File: config.mk
export PLATFORM = sky130hd
export DESIGN_NAME = q_ram_seq_ctrl_flat
export DESIGN_NICKNAME = d
export VERILOG_FILES = /design/src/rtl/q_ram_seq_ctrl_if.sv /design/src/rtl/q_ram_seq_ctrl.sv /design/src/flat_wrapper.sv
export SDC_FILE = /design/constraint.sdc
export NUM_CORES = 1
export LEC_CHECK = 0
export CORE_MARGIN = 10
export CORE_UTILIZATION = 27
export DETAILED_ROUTE_END_ITERATION = 10
export HOLD_SLACK_MARGIN = 0.1
export MAX_ROUTING_LAYER = met4
export PLACE_DENSITY_LB_ADDON = 0.05
export SETUP_SLACK_MARGIN = 0.15
export SLEW_MARGIN = 20
export SYNTH_ARGS = -nofsm -noshare
export SYNTH_HDL_FRONTEND = slang
export SYNTH_SLANG_ARGS = --single-unit
export TNS_END_PERCENT = 1
File: constraint.sdc
create_clock -name clk -period 1.4 [get_ports clk]
set_input_delay 0.28 -clock clk [delete_from_list [all_inputs] [get_ports clk]]
set_output_delay 0.28 -clock clk [all_outputs]
set_load 0.05 [all_outputs]
File: src/rtl/q_ram_seq_ctrl_if.sv
// q_ram_seq_ctrl_if: handshake and RAM-side bundle for the quad-RAM sequencer.
// slave modport = controller, master modport = host/datapath side.
// Optional feature macro: Q_CTRL_STALL_CNT_EN adds the 16-bit stall_cnt signal.
interface q_ram_seq_ctrl_if #(
    parameter int WORD_LEN  = 16,
    parameter int ADDR_BITS = 2
);
    logic                 start;
    logic                 in_valid;
    logic                 in_ready;
    logic [WORD_LEN-1:0]  in_m1;
    logic [WORD_LEN-1:0]  in_m2;
    logic                 we;
    logic [WORD_LEN-1:0]  data_m1;
    logic [WORD_LEN-1:0]  data_m2;
    logic [ADDR_BITS-1:0] Dir_M1;
    logic [ADDR_BITS-1:0] Dir_M2;
    logic                 pair_valid;
    logic                 pair_ready;
    logic [ADDR_BITS-1:0] pair_i;
    logic [ADDR_BITS-1:0] pair_j;
    logic                 busy;
    logic                 done;
`ifdef Q_CTRL_STALL_CNT_EN
    logic [15:0]          stall_cnt;
`endif

    modport slave (
`ifdef Q_CTRL_STALL_CNT_EN
        output stall_cnt,
`endif
        input  start, in_valid, in_m1, in_m2, pair_ready,
        output in_ready, we, data_m1, data_m2, Dir_M1, Dir_M2,
        output pair_valid, pair_i, pair_j, busy, done
    );

    modport master (
`ifdef Q_CTRL_STALL_CNT_EN
        input  stall_cnt,
`endif
        output start, in_valid, in_m1, in_m2, pair_ready,
        input  in_ready, we, data_m1, data_m2, Dir_M1, Dir_M2,
        input  pair_valid, pair_i, pair_j, busy, done
    );
endinterface

File: src/rtl/q_ram_seq_ctrl.sv
// q_ram_seq_ctrl: load/read sequencer for the quad-RAM matrix store.
// LOAD writes MATRIX_DIM word pairs into consecutive rows; the read phase then
// walks every (M1 row, M2 row) combination, three cycles per pair minimum.
// Optional feature macro: Q_CTRL_STALL_CNT_EN (saturating RD_HOLD stall counter).
module q_ram_seq_ctrl #(
    parameter int WORD_LEN   = 16,
    parameter int MATRIX_DIM = 4,
    parameter int ADDR_BITS  = 2
) (
    input  logic             clk,
    input  logic             rst_n,
    q_ram_seq_ctrl_if.slave  bus
);

    localparam logic [ADDR_BITS-1:0] LAST = ADDR_BITS'(MATRIX_DIM - 1);

    typedef enum logic [2:0] {
        S_IDLE,
        S_LOAD,
        S_RD_ISSUE,
        S_RD_WAIT,
        S_RD_HOLD,
        S_FIN
    } state_t;

    state_t               r_state;
    state_t               w_state_nxt;
    logic [ADDR_BITS-1:0] r_k, r_i, r_j;
    logic [ADDR_BITS-1:0] w_k_nxt, w_i_nxt, w_j_nxt;

    logic                 w_in_ready;
    logic                 w_we;
    logic [WORD_LEN-1:0]  w_data_m1;
    logic [WORD_LEN-1:0]  w_data_m2;
    logic [ADDR_BITS-1:0] w_dir_m1;
    logic [ADDR_BITS-1:0] w_dir_m2;
    logic                 w_pair_valid;
    logic [ADDR_BITS-1:0] w_pair_i;
    logic [ADDR_BITS-1:0] w_pair_j;
    logic                 w_done;

    // State and row counters; async reset returns straight to IDLE
    always_ff @(posedge clk or negedge rst_n) begin
        if (!rst_n) begin
            r_state <= S_IDLE;
            r_k     <= '0;
            r_i     <= '0;
            r_j     <= '0;
        end else begin
            r_state <= w_state_nxt;
            r_k     <= w_k_nxt;
            r_i     <= w_i_nxt;
            r_j     <= w_j_nxt;
        end
    end

    // Next-state, counter updates and all outputs decoded from the current state
    always_comb begin
        w_state_nxt  = r_state;
        w_k_nxt      = r_k;
        w_i_nxt      = r_i;
        w_j_nxt      = r_j;
        w_in_ready   = 1'b0;
        w_we         = 1'b0;
        w_data_m1    = '0;
        w_data_m2    = '0;
        w_dir_m1     = '0;
        w_dir_m2     = '0;
        w_pair_valid = 1'b0;
        w_pair_i     = '0;
        w_pair_j     = '0;
        w_done       = 1'b0;

        case (r_state)
            S_IDLE: begin
                if (bus.start) begin
                    w_state_nxt = S_LOAD;
                    w_k_nxt     = '0;
                end
            end

            S_LOAD: begin
                w_in_ready = 1'b1;
                w_dir_m1   = r_k;
                w_dir_m2   = r_k;
                if (bus.in_valid) begin
                    w_we      = 1'b1;
                    w_data_m1 = bus.in_m1;
                    w_data_m2 = bus.in_m2;
                    if (r_k >= LAST) begin
                        w_state_nxt = S_RD_ISSUE;
                        w_k_nxt     = '0;
                        w_i_nxt     = '0;
                        w_j_nxt     = '0;
                    end else begin
                        w_k_nxt = r_k + ADDR_BITS'(1);
                    end
                end
            end

            S_RD_ISSUE: begin
                w_dir_m1    = r_i;
                w_dir_m2    = r_j;
                w_state_nxt = S_RD_WAIT;
            end

            S_RD_WAIT: begin
                w_dir_m1    = r_i;
                w_dir_m2    = r_j;
                w_state_nxt = S_RD_HOLD;
            end

            S_RD_HOLD: begin
                w_dir_m1     = r_i;
                w_dir_m2     = r_j;
                w_pair_valid = 1'b1;
                w_pair_i     = r_i;
                w_pair_j     = r_j;
                if (bus.pair_ready) begin
                    if (r_j < LAST) begin
                        w_j_nxt     = r_j + ADDR_BITS'(1);
                        w_state_nxt = S_RD_ISSUE;
                    end else begin
                        w_j_nxt = '0;
                        if (r_i < LAST) begin
                            w_i_nxt     = r_i + ADDR_BITS'(1);
                            w_state_nxt = S_RD_ISSUE;
                        end else begin
                            w_i_nxt     = '0;
                            w_state_nxt = S_FIN;
                        end
                    end
                end
            end

            S_FIN: begin
                w_done      = 1'b1;
                w_state_nxt = S_IDLE;
            end

            default: w_state_nxt = S_IDLE;
        endcase
    end

`ifdef Q_CTRL_STALL_CNT_EN
    logic [15:0] r_stall_cnt;

    // Saturating count of RD_HOLD cycles without pair_ready; cleared by an accepted start
    always_ff @(posedge clk or negedge rst_n) begin
        if (!rst_n) begin
            r_stall_cnt <= '0;
        end else if (r_state == S_IDLE && bus.start) begin
            r_stall_cnt <= '0;
        end else if (r_state == S_RD_HOLD && !bus.pair_ready && r_stall_cnt != '1) begin
            r_stall_cnt <= r_stall_cnt + 16'd1;
        end
    end

    assign bus.stall_cnt = r_stall_cnt;
`endif

    assign bus.in_ready   = w_in_ready;
    assign bus.we         = w_we;
    assign bus.data_m1    = w_data_m1;
    assign bus.data_m2    = w_data_m2;
    assign bus.Dir_M1     = w_dir_m1;
    assign bus.Dir_M2     = w_dir_m2;
    assign bus.pair_valid = w_pair_valid;
    assign bus.pair_i     = w_pair_i;
    assign bus.pair_j     = w_pair_j;
    assign bus.busy       = (r_state != S_IDLE);
    assign bus.done       = w_done;

endmodule

File: src/flat_wrapper.sv
// flat-port wrapper written by rule: the top's interface ports become plain ports
module q_ram_seq_ctrl_flat 
#(
    parameter int WORD_LEN   = 16,
    parameter int MATRIX_DIM = 4,
    parameter int ADDR_BITS  = 2
)
  (clk, rst_n, bus_start, bus_in_valid, bus_in_m1, bus_in_m2, bus_pair_ready, bus_in_ready, bus_we, bus_data_m1, bus_data_m2, bus_Dir_M1, bus_Dir_M2, bus_pair_valid, bus_pair_i, bus_pair_j, bus_busy, bus_done);
  q_ram_seq_ctrl_if #(.WORD_LEN(WORD_LEN), .ADDR_BITS(ADDR_BITS)) bus_i ();
  input  logic clk;
  input  logic rst_n;
  input wire logic [$bits(bus_i.start)-1:0] bus_start;
  input wire logic [$bits(bus_i.in_valid)-1:0] bus_in_valid;
  input wire logic [$bits(bus_i.in_m1)-1:0] bus_in_m1;
  input wire logic [$bits(bus_i.in_m2)-1:0] bus_in_m2;
  input wire logic [$bits(bus_i.pair_ready)-1:0] bus_pair_ready;
  output wire logic [$bits(bus_i.in_ready)-1:0] bus_in_ready;
  output wire logic [$bits(bus_i.we)-1:0] bus_we;
  output wire logic [$bits(bus_i.data_m1)-1:0] bus_data_m1;
  output wire logic [$bits(bus_i.data_m2)-1:0] bus_data_m2;
  output wire logic [$bits(bus_i.Dir_M1)-1:0] bus_Dir_M1;
  output wire logic [$bits(bus_i.Dir_M2)-1:0] bus_Dir_M2;
  output wire logic [$bits(bus_i.pair_valid)-1:0] bus_pair_valid;
  output wire logic [$bits(bus_i.pair_i)-1:0] bus_pair_i;
  output wire logic [$bits(bus_i.pair_j)-1:0] bus_pair_j;
  output wire logic [$bits(bus_i.busy)-1:0] bus_busy;
  output wire logic [$bits(bus_i.done)-1:0] bus_done;
  assign bus_i.start = bus_start;
  assign bus_i.in_valid = bus_in_valid;
  assign bus_i.in_m1 = bus_in_m1;
  assign bus_i.in_m2 = bus_in_m2;
  assign bus_i.pair_ready = bus_pair_ready;
  assign bus_in_ready = bus_i.in_ready;
  assign bus_we = bus_i.we;
  assign bus_data_m1 = bus_i.data_m1;
  assign bus_data_m2 = bus_i.data_m2;
  assign bus_Dir_M1 = bus_i.Dir_M1;
  assign bus_Dir_M2 = bus_i.Dir_M2;
  assign bus_pair_valid = bus_i.pair_valid;
  assign bus_pair_i = bus_i.pair_i;
  assign bus_pair_j = bus_i.pair_j;
  assign bus_busy = bus_i.busy;
  assign bus_done = bus_i.done;
  q_ram_seq_ctrl #(.WORD_LEN(WORD_LEN), .MATRIX_DIM(MATRIX_DIM), .ADDR_BITS(ADDR_BITS)) u_core (.clk(clk), .rst_n(rst_n), .bus(bus_i));
endmodule
# Word level (Yosys, flattened, before mapping)
# Index checks and enable logic that the tools add are counted.
# Widths: inputs -> output; s select.
[op_classes] n_reduce_logical=9 order_cmp=3 n_eq_ne=10 mux=33 add_sub_neg=3
[ops] operator="$mux 16" n=4
[ops] operator="$mux 2" n=12
[ops] operator="$pmux 2 s2" n=5
[ops] operator="$mux 3" n=6
[ops] operator="$pmux 3 s5" n=1
[ops] operator="$ne 2x2->1 const B" n=4
[ops] operator="$reduce_and 4->1" n=2
[ops] operator="$add 2x1->2 const B" n=3
[ops] operator="$eq 3x2->1 const B" n=2
[ops] operator="$eq 3x3->1 const B" n=2
[ops] operator="$mux 1" n=5
[ops] operator="$reduce_and 5->1" n=1
[ops] operator="$lt 2x2->1 const B" n=2
[ops] operator="$reduce_bool 2->1" n=2
[ops] operator="$eq 3x1->1 const B" n=1
[ops] operator="$logic_not 3->1" n=1
[ops] operator="$reduce_and 3->1" n=1
[ops] operator="$reduce_bool 3->1" n=1
[ops] operator="$reduce_or 3->1" n=1
[ops] operator="$ge 2x2->1 const B" n=1
[ops] operator="$ne 2x1->1 const B" n=1
[totals] output_inout_bits=45 elab_cells=62 register_bits=9 input_bits=37

# Longest topological paths before layout
# Gate-level depths: netlist of run 1.
[logic_depth] word_depth=5 depth_mapped=5 mapped_depth_nobuf=4

# Worst setup path before layout of run 1
# OpenSTA, ideal clock, no wires.
[synth_timing] kind="reg2out" start="reg u_core.r_state[2]" end="out bus_Dir_M1[1]" stages_incl_launch_ff=5 setup_slack_ps=-785 t_required_ps=1120 path_buffers=1 arrival_ps=1905 cell_sequence="dfrtp_1 buf_2 and3b_1 a21oi_1 o21ai_0"
[synth_between] elab_chain_cells=3 word_cells_on_any_way=6 cone_classes="4 x eq/ne; 1 x mux; 1 x reduce/logical"
[synth_lines] item="start: declaration" line="q_ram_seq_ctrl.sv:26" rtl="state_t r_state;"
[synth_lines] item="start signal: assignment" line="q_ram_seq_ctrl.sv:50" rtl="r_state <= w_state_nxt;"
[synth_lines] item="$eq 3x2->1 / $eq 3x3->1 (equally long branches)" line="q_ram_seq_ctrl.sv:74" rtl="case (r_state)"
[synth_lines] item="$reduce_or 3->1 (no line)"
[synth_lines] item="$pmux 2 s2 (*)" line="q_ram_seq_ctrl.sv:74"
[synth_lines] item="end: declaration" line="flat_wrapper.sv:21" rtl="output wire logic [$bits(bus_i.Dir_M1)-1:0] bus_Dir_M1;"
# Mark *: on every way between the ends. The rest lies on a longest branch, timed or not.

# Final worst setup path of run 1
[layout_timing] start="reg u_core.r_state[0]" end="out bus_data_m1[4]"
[layout_between] elab_chain_cells=2
[layout_lines] item="$eq 3x1->1" line="q_ram_seq_ctrl.sv:74"
[layout_lines] item="$mux 16" line="q_ram_seq_ctrl.sv:74"
[layout_lines] item="end: declaration" line="flat_wrapper.sv:19" rtl="output wire logic [$bits(bus_i.data_m1)-1:0] bus_data_m1;"
# No other way between the ends.

==> results list, run 1 <==
- Vias: 1223
- The clock net in this run drives a total of 9 sinks.
- Switching share of power: 45.7%
- Max FO, Critical Path: 12
- Area growth from synthesis to layout: 206%
- Setup_tns: -20.83 ns
- Die Width: 76.1 um
- Summing every instance area after synthesis gives 851 um2.
- In the final layout, the share of cells above drive strength 1 is 63.2%.
* Timing-limited maximum frequency: 526 MHz
* Antenna violations before repair: 0
- I/O pin count: 82
- Overall die area: 0.00580 mm2
- Fin. max-slew vios: 0
* CP bufs+invs: 3
- Synthesis inferred 9 register bits.
* TritonCTS buffer count: 3
- The synthesized design devotes to its leading area cell type 27.9% of total area.
* CP Capture Type: primary output
- After detailed routing, the total wire length is 4.81 mm.
* Initial Util: 28.1%
- The worst pin sits at a relative slew slack of 68.7%.
- Combinational cells account for 86.7% of the total power.
- At the later pin of the worst-skew pair, clock insertion delay measures 0.27 ns.
* Post-route non-filler standard cell count: 256
* Commonest non-fill, non-tap cells in the layout: sky130_fd_sc_hd__buf_12 (44), sky130_fd_sc_hd__and2_4 (38), sky130_fd_sc_hd__clkdlybuf4s50_1 (36)
* Detailed-routed wire length on met3: 423 um
- Post-detail-place hpwl: 3.85 mm
* Worst-path cell with the longest stage delay: sky130_fd_sc_hd__dfrtp_2
- The routed design could run at a clock period as short as 1.90 ns.
- The kind of cell with the highest combined delay along the critical path is simple AND/OR/NAND/NOR gates.
- The cell sitting at the root of the clock tree is a sky130_fd_sc_hd__clkbuf_4.
* Arrival time of data at the critical path endpoint: 1.62 ns
* Post-route worst setup slack: -0.503 ns
- Traced cell by cell, the critical path runs through nor4bb_4 -> buf_4 -> buf_8 -> and2_4 -> buf_12.
* Worst clock skew: 0.00254 ns
- RD Place Congestion: 0.840
- Standard cell core area: 0.00303 mm2
- The worst hold path belongs to the class input port to asynchronous set/reset pin.
- Overall Global Routing Usage: 16.5%
- Startpoint class of the critical path: flop
- VDD sags by at most 1.44 mV.
- Fraction of power consumed by sequential logic: 8.9%
- Yosys printed 0 warnings.
* Nets: 253
- The pre-antenna-repair detailed-routing pass consisted of 4 iterations.
* Net Sw Power: 2.19 mW
- Hold Violations, Final: 0
- The total overflow left after global routing is 0.
- In this run the top signal layer used is met4.
- Outcome: finished with violations
* Global-route wire length before repair: 7.61 mm
* Post-Syn Area per Cell: 8.10 um2
- From bottom edge to top edge, the die measures 76.1 um.
- The clock network is responsible for 4.4% of the overall power.
* Sequential area share after synthesis: 26.5%
* Vias in the first global route: 1287
* Placed cell count: 243
* Drt via density: 4.78
- For this block, the initial DRC count from the detailed router was 37.
- TritonCTS clock tree: built
- Unrepaired setup endpoints after global routing: true
- Max Buffers Root-to-Sink: 2
- M1 wire length: 1.91 mm
- After detailed routing, the average wire length per cell comes to 18.8 um.
* Maximum number of pins on one net before global-route repair: 13
- Row cnt: 20
- Setup violations remaining at the end of the flow were counted as 49.
- Leak: 1.18 nW
* Share of the core filled with cells: 86.1%
- Violated checks: negative setup slack
- Number of remaining DRC errors: 0
* Worst stage delay on the critical path: 0.43 ns
* Yosys top cell by area: sky130_fd_sc_hd__and2_1
* Synthesized instance count: 105
* Met2 Routed Length: 2.45 mm
- For this design the ratio of total power to cell area is 1840 mW/mm2.
- CP Data Required Time: 1.12 ns
- Hold timing on the final database bottoms out at a slack of 0.330 ns.
- Cell internal power was estimated by the tool at 2.60 mW.
* Distinct cell type count of the synthesized netlist: 28
* Syn_nets: 145
- Period utilization: 136%
- H-tree depth reported by CTS: 1
- Antenna Nets Post-Route: 0
- Category of the most critical setup path: flop to primary output
* Most common cell after layout, fill and taps aside: sky130_fd_sc_hd__buf_12
- Filler cell count: 142
- The repair_antennas step left the layout with diodes totalling 0.
- Across the run, the number of max-cap violations was 0.
- Clock-pin slew was measured on the worst setup and hold paths at 0.07 ns.
- In the post-synthesis netlist, the biggest area contributors are sky130_fd_sc_hd__and2_1 (28%), sky130_fd_sc_hd__dfrtp_1 (26%), sky130_fd_sc_hd__a22o_1 (5.1%).
- Buffers placed on the I/O ports in this run total 81.
- For the pin with the worst max-slew slack, the measured transition is 0.468 ns.
## registers in the layout, indices dropped and copies added (netlist names)
name and flops:
u_core.r_state 3, u_core.r_k 2, u_core.r_j 2, u_core.r_i 2
## final cells by class
| type | instances | area (um2) | share of cell area [%] |
|---|---|---|---|
| tap | 44 | 55.1 | 2.11 |
| clock buffer | 3 | 22.5 | 0.864 |
| timing repair buffer | 110 | 1520 | 58.4 |
| multi-input combinational | 89 | 773 | 29.7 |
| clock inverter | 1 | 5.00 | 0.192 |
| sequential | 9 | 229 | 8.78 |
## kinds of logic after synthesis
logic type                 Yosys count  share of synthesized area [%]
and+or+nand+nor                     65                           46.8
AOI/OAI and AO/OA                   20                           17.1
DFF                                  9                           26.5
buffers and inverters                7                           4.12
adders and majority gates            3                           4.41
muxes                                1                           1.18
## routing by layer
metal | track usage, % | vias to the layer above
li1 | - | 578
met1 | 17.2 | 569
met2 | 29.8 | 70
met3 | 5.66 | 6
met4 | 2.79 | 0
met5 | - | -
## synthesized netlist by cell type
| library cell | count |
|---|---|
| sky130_fd_sc_hd__o21ai_1 | 1 |
| sky130_fd_sc_hd__nand3b_1 | 1 |
| sky130_fd_sc_hd__nor4bb_1 | 2 |
| sky130_fd_sc_hd__and3_1 | 1 |
| sky130_fd_sc_hd__nor3b_2 | 1 |
| sky130_fd_sc_hd__nand4_1 | 1 |
| sky130_fd_sc_hd__and2_1 | 38 |
| sky130_fd_sc_hd__a211oi_1 | 1 |
| sky130_fd_sc_hd__or2_1 | 1 |
| sky130_fd_sc_hd__a21oi_1 | 2 |
| sky130_fd_sc_hd__and3b_1 | 2 |
| sky130_fd_sc_hd__a22o_1 | 5 |
| sky130_fd_sc_hd__or3_1 | 1 |
| sky130_fd_sc_hd__a31o_2 | 1 |
| sky130_fd_sc_hd__a31oi_1 | 1 |
| sky130_fd_sc_hd__nor2_1 | 4 |
| sky130_fd_sc_hd__nand2_1 | 8 |
| sky130_fd_sc_hd__a32oi_1 | 1 |
| sky130_fd_sc_hd__o21ai_0 | 2 |
| sky130_fd_sc_hd__nor2b_1 | 3 |
| sky130_fd_sc_hd__buf_2 | 7 |
| sky130_fd_sc_hd__mux2i_1 | 1 |
| sky130_fd_sc_hd__dfrtp_1 | 9 |
| sky130_fd_sc_hd__o31ai_1 | 2 |
| sky130_fd_sc_hd__a21o_1 | 4 |
| sky130_fd_sc_hd__nand4b_1 | 1 |
| sky130_fd_sc_hd__nor3_1 | 1 |
| sky130_fd_sc_hd__ha_1 | 3 |
## timing repair
item,4_1_cts,5_1_grt
setup buffers,6,0
gates cloned,3,0
gates resized for setup,55,7
setup endpoints to repair,50,53
pin swaps,27,10
hold buffers,0,0
## worst register-to-register path: stages (launching register included)
cell and delay [ns]:
sky130_fd_sc_hd__dfrtp_2 0.43, sky130_fd_sc_hd__nor4bb_4 0.33, sky130_fd_sc_hd__buf_4 0.19, sky130_fd_sc_hd__buf_6 0.12, sky130_fd_sc_hd__buf_6 0.09, sky130_fd_sc_hd__buf_6 0.09
sky130_fd_sc_hd__a32oi_2 0.05, sky130_fd_sc_hd__a22o_1 0.23
## per-stage QoR
step / instance area, um2 / power (mW) / setup slack, ns
after floorplan: 905 / 2.22 / -0.354
after global placement: 2340 / 4.02 / -0.545
after detailed placement: 2340 / 4.06 / -0.582
after CTS: 2580 / 4.77 / -0.469
after global routing: 2610 / 4.98 / -0.585
final: 2610 / 4.79 / -0.503
## path summary, 6_finish.rpt
| kind | startpoint | to | cells past startpoint | slack (ns) |
|---|---|---|---|---|
| min in group clk | u_core.r_k[1]$_DFFE_PN0P_ | u_core.r_k[1]$_DFFE_PN0P_ | 2 | 0.57 |
| worst max-delay path | u_core.r_state[0]$_DFFE_PN0P_ | bus_data_m1[4] | 5 | -0.50 |
| max in group asynchronous | rst_n | u_core.r_state[1]$_DFFE_PN0P_ | 1 | 0.72 |
| worst max register to register | u_core.r_state[0]$_DFFE_PN0P_ | u_core.r_i[0]$_DFFE_PN0P_ | 7 | -0.24 |
| worst min register to register | u_core.r_k[1]$_DFFE_PN0P_ | u_core.r_k[1]$_DFFE_PN0P_ | 2 | 0.57 |
| worst min-delay path | rst_n | u_core.r_j[0]$_DFFE_PN0P_ | 1 | 0.33 |
## power groups by stage
| stage | Sequential (mW) | Clock [mW] | Combinational [mW] |
|---|---|---|---|
| after floorplan | 0.395 | 0 | 1.83 |
| after global placement | 0.418 | 0 | 3.60 |
| after detailed placement | 0.422 | 0 | 3.64 |
| after CTS | 0.415 | 0.218 | 4.13 |
| after global routing | 0.434 | 0.236 | 4.31 |
| final | 0.425 | 0.212 | 4.16 |
Power figures use the tool's default switching activity.
==> run 2: changes to the inputs <==
- CORE_MARGIN: 10 -> 1.5
==> results list, run 2 (same netlist as run 1, synthesis figures left out) <==
- Worst ir drop on vdd: 1.11 mV (was 1.44 mV)
- The arrival time at the worst endpoint came to 1.65 ns (was 1.62 ns).
- Clock-pin transition on the worst setup and hold timing paths: 0.06 ns (was 0.07 ns)
* H-tree depth reported by CTS: 1 (unchanged)
- The number of sinks on the clock net is 9 (unchanged).
- The final critical path time including I/O delays and setup was 1.93 ns (was 1.90 ns).
- Maximum number of pins on one net before global-route repair: 27 (was 13)
* Antenna violations before repair: 0 (unchanged)
* Period utilization: 138% (was 136%)
* Timing-limited maximum frequency: 519 MHz (was 526 MHz)
* Cell-by-cell listing of the critical path: nor4bb_4 -> buf_4 -> clkbuf_16 -> and2_4 -> buf_12 (was nor4bb_4 -> buf_4 -> buf_8 -> and2_4 -> buf_12)
* Global-route wire length before repair: 5.69 mm (was 7.61 mm)
- The detailed-routed wire length on met3 came to 264 um (was 423 um).
* Placed cell count: 242 (was 243)
* Global route total overflow: 0 (unchanged)
- The number of flip-flops under the largest register name is 3 (unchanged).
* Row cnt: 20 (unchanged)
* Worst clock skew: 0.00104 ns (was 0.00254 ns)
- Antenna Nets Post-Route: 0 (unchanged)
- Post-detail-place hpwl: 3.16 mm (was 3.85 mm)
* Overall Global Routing Usage: 21.8% (was 16.5%)
- Iteration count of the initial detailed-routing pass: 3 (was 4)
* Insertion delay to the later sink of the worst-skew pair: 0.26 ns (was 0.27 ns)
- The area growth from synthesis to layout came to 201% (was 206%).
- The number of buffers on the longest clock path was 2 (unchanged).
- The DRC marker count from the first detailed-route iteration was 19 (was 37).
- Leak: 1.15 nW (was 1.18 nW)
- Wirelength, routed: 3.95 mm (was 4.81 mm)
* Violated checks: negative setup slack (unchanged)
- Floorplan die height: 59.1 um (was 76.1 um)
- Vias in the first global route: 1126 (was 1287)
- The number of top-level pins is 82 (unchanged).
- The met1 wire length came to 1.51 mm (was 1.91 mm).
* Net Sw Power: 2.13 mW (was 2.19 mW)
- The clock root buffer is sky130_fd_sc_hd__clkbuf_4 (unchanged).
- Final total power: 4.69 mW (was 4.79 mW)
- The required time of the worst setup path is 1.12 ns (about the same).
* Most common cell after layout, fill and taps aside: sky130_fd_sc_hd__buf_12 (unchanged)
- Internal Pwr Total: 2.55 mW (was 2.60 mW)
- The number of antenna cells inserted came to 0 (unchanged).
- Die Width: 59.1 um (was 76.1 um)
- Met2 Routed Length: 2.06 mm (was 2.45 mm)
- Detail-routed net length per standard cell: 15.7 um (was 18.8 um)
- The share of total power in sequential cells is 8.9% (about the same).
- Share of the core filled with cells: 84.7% (was 86.1%)
- Setup_tns: -20.94 ns (was -20.83 ns)
- Top routing layer in use: met4 (unchanged)
- Fin. max-slew vios: 0 (unchanged)
- Nets: 248 (was 253)
- Drt via density: 4.74 (was 4.78)
- The clock share of power was 4.4% (about the same).
- Startpoint class of the critical path: flop (unchanged)
* Placement Setup Slack: -0.551 ns (was -0.582 ns)
- The max-slew headroom at the worst pin was 72.5% (was 68.7%).
- The cell with the largest stage delay on the worst path is sky130_fd_sc_hd__dfrtp_2 (unchanged).
- The initial core utilization came to 28.1% (unchanged).
- The areal power density over the cells came to 1830 mW/mm2 (was 1840 mW/mm2).
- The full die area is 0.00350 mm2 (was 0.00580 mm2).
- TritonCTS buffer count: 3 (unchanged)
- The register bank with the most flops was u_core.r_state (unchanged).
* Total of max-cap violations: 0 (unchanged)
* Vias: 1190 (was 1223)
- Category of the most critical setup path: flop to primary output (unchanged)
- The number of port buffers came to 81 (unchanged).
- The area of the placeable core was 0.00303 mm2 (unchanged).
- The class of the most critical hold timing path was input port to asynchronous set/reset pin (unchanged).
* Final setup viols: 48 (was 49)
- Comb pwr share: 86.7% (about the same)
- Worst path top cell family by delay: buffers and inverters (was simple AND/OR/NAND/NOR gates)
- The non-filler instance count after layout is 251 (was 256).
- The largest stage delay on the critical path came to 0.44 ns (was 0.43 ns).
- The hold violation count in the final report is 0 (unchanged).
* Post-route worst setup slack: -0.527 ns (was -0.503 ns)
- Unrepaired setup endpoints after global routing: true (unchanged).
* Commonest non-fill, non-tap cells in the layout: sky130_fd_sc_hd__buf_12 (46), sky130_fd_sc_hd__and2_4 (36), sky130_fd_sc_hd__clkdlybuf4s50_1 (36) (was sky130_fd_sc_hd__buf_12 (44), sky130_fd_sc_hd__and2_4 (38), sky130_fd_sc_hd__clkdlybuf4s50_1 (36))
- The count of unresolved DRC violations after routing is 0 (unchanged).
- CP bufs+invs: 3 (unchanged)
- CTS Hold Buffers Added: 0 (unchanged)
- The proportion of total power due to net switching is 45.5% (was 45.7%).
- Outcome: finished with violations (unchanged)
- CP Capture Type: primary output (unchanged)
* Layout cell share with drive strength beyond 1: 59.4% (was 63.2%)
* Filler cell count: 169 (was 142)
* RD Place Congestion: 0.830 (was 0.840)
- The TritonCTS clock tree is built (unchanged).
- The highest fanout seen on the critical path is 7 (was 12).
- Slew @ Worst Pin: 0.411 ns (was 0.468 ns)
==> run 2: cell types whose count changed in the layout (fill, tap and decap cells not counted), moves of 2 or more <==
| cell | before | now |
|---|---|---|
| sky130_fd_sc_hd__buf_6 | 13 | 8 |
| sky130_fd_sc_hd__and2_4 | 38 | 36 |
| sky130_fd_sc_hd__buf_4 | 16 | 14 |
| sky130_fd_sc_hd__and2_2 | 0 | 2 |
| sky130_fd_sc_hd__buf_12 | 44 | 46 |
==> run 2: power by group through the flow <==
stage	logic (mW)	clock network [mW]	registers, mW
2_1_floorplan	1.83	0	0.395
3_3_place_gp	3.58	0	0.414
3_5_place_dp	3.64	0	0.419
4_1_cts	3.75	0.202	0.422
5_1_grt	4.22	0.220	0.430
6_report	4.07	0.204	0.418
==> run 2: final timing paths <==
check | startpoint | to | slack (ns) | cells past startpoint
hold reg to reg | u_core.r_k[1]$_DFFE_PN0P_ | u_core.r_k[1]$_DFFE_PN0P_ | 0.54 | 2
setup reg to reg | u_core.r_state[2]$_DFFE_PN0P_ | u_core.r_i[0]$_DFFE_PN0P_ | -0.21 | 6
setup / recovery | u_core.r_state[2]$_DFFE_PN0P_ | bus_data_m1[1] | -0.53 | 5
hold / removal | rst_n | u_core.r_j[0]$_DFFE_PN0P_ | 0.31 | 1
max in group asynchronous | rst_n | u_core.r_state[1]$_DFFE_PN0P_ | 0.77 | 1
min in group clk | u_core.r_k[1]$_DFFE_PN0P_ | u_core.r_k[1]$_DFFE_PN0P_ | 0.54 | 2
==> run 2: worst register-to-register path: stages (launching register included) <==
cell	delay, ns
sky130_fd_sc_hd__dfrtp_2	0.44
sky130_fd_sc_hd__nor4bb_4	0.30
sky130_fd_sc_hd__buf_4	0.20
sky130_fd_sc_hd__buf_6	0.14
sky130_fd_sc_hd__buf_6	0.11
sky130_fd_sc_hd__a32oi_1	0.07
sky130_fd_sc_hd__a22o_1	0.23
==> run 2: layout make-up <==
cell class	count	area, um2	share of cell area, %
repair buffers	105	1500	58.6
well taps	44	55.1	2.15
flip-flops and latches	9	229	8.93
clock buffers	4	26.3	1.02
multi-input cells	89	752	29.3
==> run 2: routing by layer <==
layer	vias to the layer above	GRT usage (%)
li1	566	-
met1	556	25.7
met2	55	38.7
met3	13	3.28
met4	0	5.52
met5	-	-
==> run 2: through the flow <==
step,hold WS (ns),cell area [um2]
finish,0.312,2560
global placement,0.507,2340
floorplan,-0.0156,905
global route,0.341,2560
CTS,0.333,2410
detailed placement,0.526,2340
==> run 2: repair_timing <==
action | CTS | global route
gates resized for setup | 15 | 29
hold endpoints to repair | 0 | 0
buffers inserted | 0 | 3
pin swaps | 10 | 28
setup endpoints to repair | 53 | 53
gates cloned | 0 | 2
==> run 3: changes to the inputs <==
- CORE_UTILIZATION: 27 -> 30
- CTS_CLUSTER_SIZE: unset -> 14
- clock period: 1.4 -> 2 ns (I/O delays scaled with it)
==> results list, run 3 (same netlist as run 1, synthesis figures left out) <==
- Outcome: finished with violations (unchanged).
- Violated checks: negative setup slack (unchanged).
- Insertion delay to the later sink of the worst-skew pair: 0.28 ns (was 0.26 ns)
* Number of diodes: 0 (unchanged)
* Clock root buffer master: sky130_fd_sc_hd__clkbuf_4 (unchanged)
* CTS Hold Buffers Added: 0 (unchanged)
- Total of buffers placed on input and output ports: 81 (unchanged)
* Arrival time of data at the critical path endpoint: 1.77 ns (was 1.65 ns)
- Number of remaining DRC errors: 0 (unchanged)
- Global route total overflow: 0 (unchanged)
- Maximum number of pins on one net before global-route repair: 17 (was 27)
- The die boundary width came to 56.3 um (was 59.1 um).
- Nets: 241 (was 248)
* Period utilization: 109%
- Fin. max-slew vios: 0 (unchanged)
- The final weighted congestion of routability-driven global placement was 0.849 (was 0.830).
- The register bank with the most flops is u_core.r_state (unchanged).
- The number of failing setup endpoints in the final timing report is 39 (was 48).
- The number of H-tree levels is 1 (unchanged).
- TritonCTS Sinks: 9 (unchanged)
* Origin of the critical flop-to-flop path: u_core.r_state[2]$_DFFE_PN0P_ (unchanged)
- CP Capture Type: primary output (unchanged)
* Detail-routed net length per standard cell: 20.5 um (was 15.7 um)
- The total number of vias was 1281 (was 1190).
- The highest fanout seen on the critical path came to 16 (was 7).
* Slew @ Worst Pin: 0.425 ns (was 0.411 ns)
- Final total power: 3.33 mW (was 4.69 mW)
- Cell type with the highest occurrence count on the critical path: sky130_fd_sc_hd__buf_12
* Antenna violations before repair: 0 (unchanged)
- The max-slew headroom at the worst pin was 71.6% (was 72.5%).
- The die boundary height came to 56.3 um (was 59.1 um).
* Standard cell core area: 0.00273 mm2 (was 0.00303 mm2)
* Antenna Nets Post-Route: 0 (unchanged)
- Startpoint class of the critical path: flop (unchanged)
* CP Data Required Time: 1.60 ns (was 1.12 ns)
- The area growth from synthesis to layout is 195% (was 201%).
* Worst-path cell with the longest stage delay: sky130_fd_sc_hd__dfrtp_2 (unchanged)
- Worst clock skew: 0.00282 ns (was 0.00104 ns)
- Initial Util: 31.1% (was 28.1%)
- Minimum clock period after layout: 2.17 ns
- Pwr per Cell Area: 1320 mW/mm2 (was 1830 mW/mm2)
- Post-route worst setup slack: -0.170 ns (was -0.527 ns)
- I/O pin count: 82 (unchanged)
- Iteration count of the initial detailed-routing pass: 4 (was 3)
- The area of all sequential standard cells is 229 um2 (unchanged).
- Wirelength, routed: 4.75 mm (was 3.95 mm)
* Vias in the first global route: 1229 (was 1126)
- The class of the most critical hold timing path is input port to asynchronous set/reset pin (unchanged).
- The number of placement rows came to 19 (was 20).
- The TritonCTS clock tree is built (unchanged).
- The HPWL after detailed placement was 2.89 mm (was 3.16 mm).
* Worst ir drop on vdd: 1.23 mV (was 1.11 mV)
- The count of max-cap constraint violations is 0 (unchanged).
- The leakage power of the design came to 1.13 nW (was 1.15 nW).
- The worst setup path startpoint was u_core.r_state[2]$_DFFE_PN0P_ (unchanged).
- Commonest non-fill, non-tap cells in the layout: sky130_fd_sc_hd__buf_12 (46), sky130_fd_sc_hd__and2_4 (37), sky130_fd_sc_hd__clkdlybuf4s50_1 (35) (was sky130_fd_sc_hd__buf_12 (46), sky130_fd_sc_hd__and2_4 (36), sky130_fd_sc_hd__clkdlybuf4s50_1 (36)).
* Filler cell count: 92 (was 169)
* Timing-limited maximum frequency: 461 MHz
- Worst stage delay on the critical path: 0.44 ns (about the same)
- Number of violations reported at the end of detailed-routing iteration 0: 42 (was 19)
* Category of the most critical setup path: flop to primary output (unchanged)
* Hold Violations, Final: 0 (unchanged)
- The number of buffers on the longest clock path is 2 (unchanged).
- The final sum of negative setup slack was -4.85 ns (was -20.94 ns).
- Layout cell share with drive strength beyond 1: 59.5% (was 59.4%)
* Max FFs per register: 3 (unchanged)
- Unrepaired setup endpoints after global routing: true (unchanged).
- TritonCTS buffer count: 3 (unchanged)
- The global-route usage over all layers is 31.5% (was 21.8%).
- Area occupied by multi-input gates: 753 um2 (was 752 um2)
- The most common cell after layout, fill and taps aside is sky130_fd_sc_hd__buf_12 (unchanged).
- The wire length of the first global-routing pass is 7.17 mm (was 5.69 mm).
- The number of vias per cell after detailed routing is 5.55 (was 4.74).
- The full die area came to 0.00316 mm2 (was 0.00350 mm2).
- The smallest hold slack is 0.415 ns (was 0.312 ns).
- Cell-by-cell listing of the critical path: nor4bb_4 -> buf_4 -> buf_12 -> and2_4 -> buf_12 (was nor4bb_4 -> buf_4 -> clkbuf_16 -> and2_4 -> buf_12)
- The clock edge transition at the registers on the reported setup and hold paths is 0.07 ns (was 0.06 ns).
## run 3: path summary, 6_finish.rpt
check | endpoint | slack, ns | cells past startpoint
setup reg to reg | u_core.r_i[0]$_DFFE_PN0P_ | 0.32 | 6
setup / recovery | bus_data_m2[4] | -0.17 | 5
max in group asynchronous | u_core.r_state[0]$_DFFE_PN0P_ | 1.27 | 1
hold reg to reg | u_core.r_k[0]$_DFFE_PN0P_ | 0.58 | 2
hold / removal | u_core.r_k[1]$_DFFE_PN0P_ | 0.42 | 1
min in group clk | u_core.r_k[0]$_DFFE_PN0P_ | 0.58 | 2
## run 3: layout make-up
type	instances	share of cell area [%]
repair buffers	98	58.3
multi-input cells	89	30.0
flip-flops and latches	9	9.11
well taps	31	1.54
clock buffers	4	1.05
## run 3: what timing repair did
action / 4_1_cts / 5_1_grt
pin swaps: 39 / 4
endpoints found under the hold margin: 0 / 0
buffers inserted: 6 / 1
setup endpoints to repair: 42 / 44
gates cloned: 2 / 0
gates resized for setup: 59 / 2
## run 3: worst max-delay path: cells and delay by family, from the launching register on
family | cells | cell delay (ns)
AND/OR/NAND/NOR | 2 | 0.58
flip-flops | 1 | 0.44
buffers and inverters | 3 | 0.45
## run 3: stage by stage
| stage | util [%] | setup slack (ns) | instances | area [um2] |
|---|---|---|---|---|
| floorplan | - | 0.0673 | 105 | 877 |
| global placement | 81.1 | -0.173 | 218 | 2220 |
| detailed placement | 81.1 | -0.193 | 218 | 2220 |
| CTS | 91.4 | -0.101 | 230 | 2500 |
| global route | 91.9 | -0.199 | 231 | 2510 |
| finish | 91.9 | -0.170 | 231 | 2510 |
## run 3: report_power, final
part / internal (mW) / switching, mW / leakage, nW / total, mW
clock: 0.0777 / 0.0825 / 0.0150 / 0.160
combinational: 1.48 / 1.40 / 0.998 / 2.88
sequential: 0.231 / 0.0565 / 0.114 / 0.288
total: 1.79 / 1.54 / 1.13 / 3.33
## run 3: layer usage
layer  vias to the layer above  GRT usage [%]  share of wire (%)
li1                        558              -                  -
met1                       589           34.3                 37
met2                       112           56.5                 52
met3                        22           6.68                7.6
met4                         0           10.9                3.3
met5                         -              -                  0
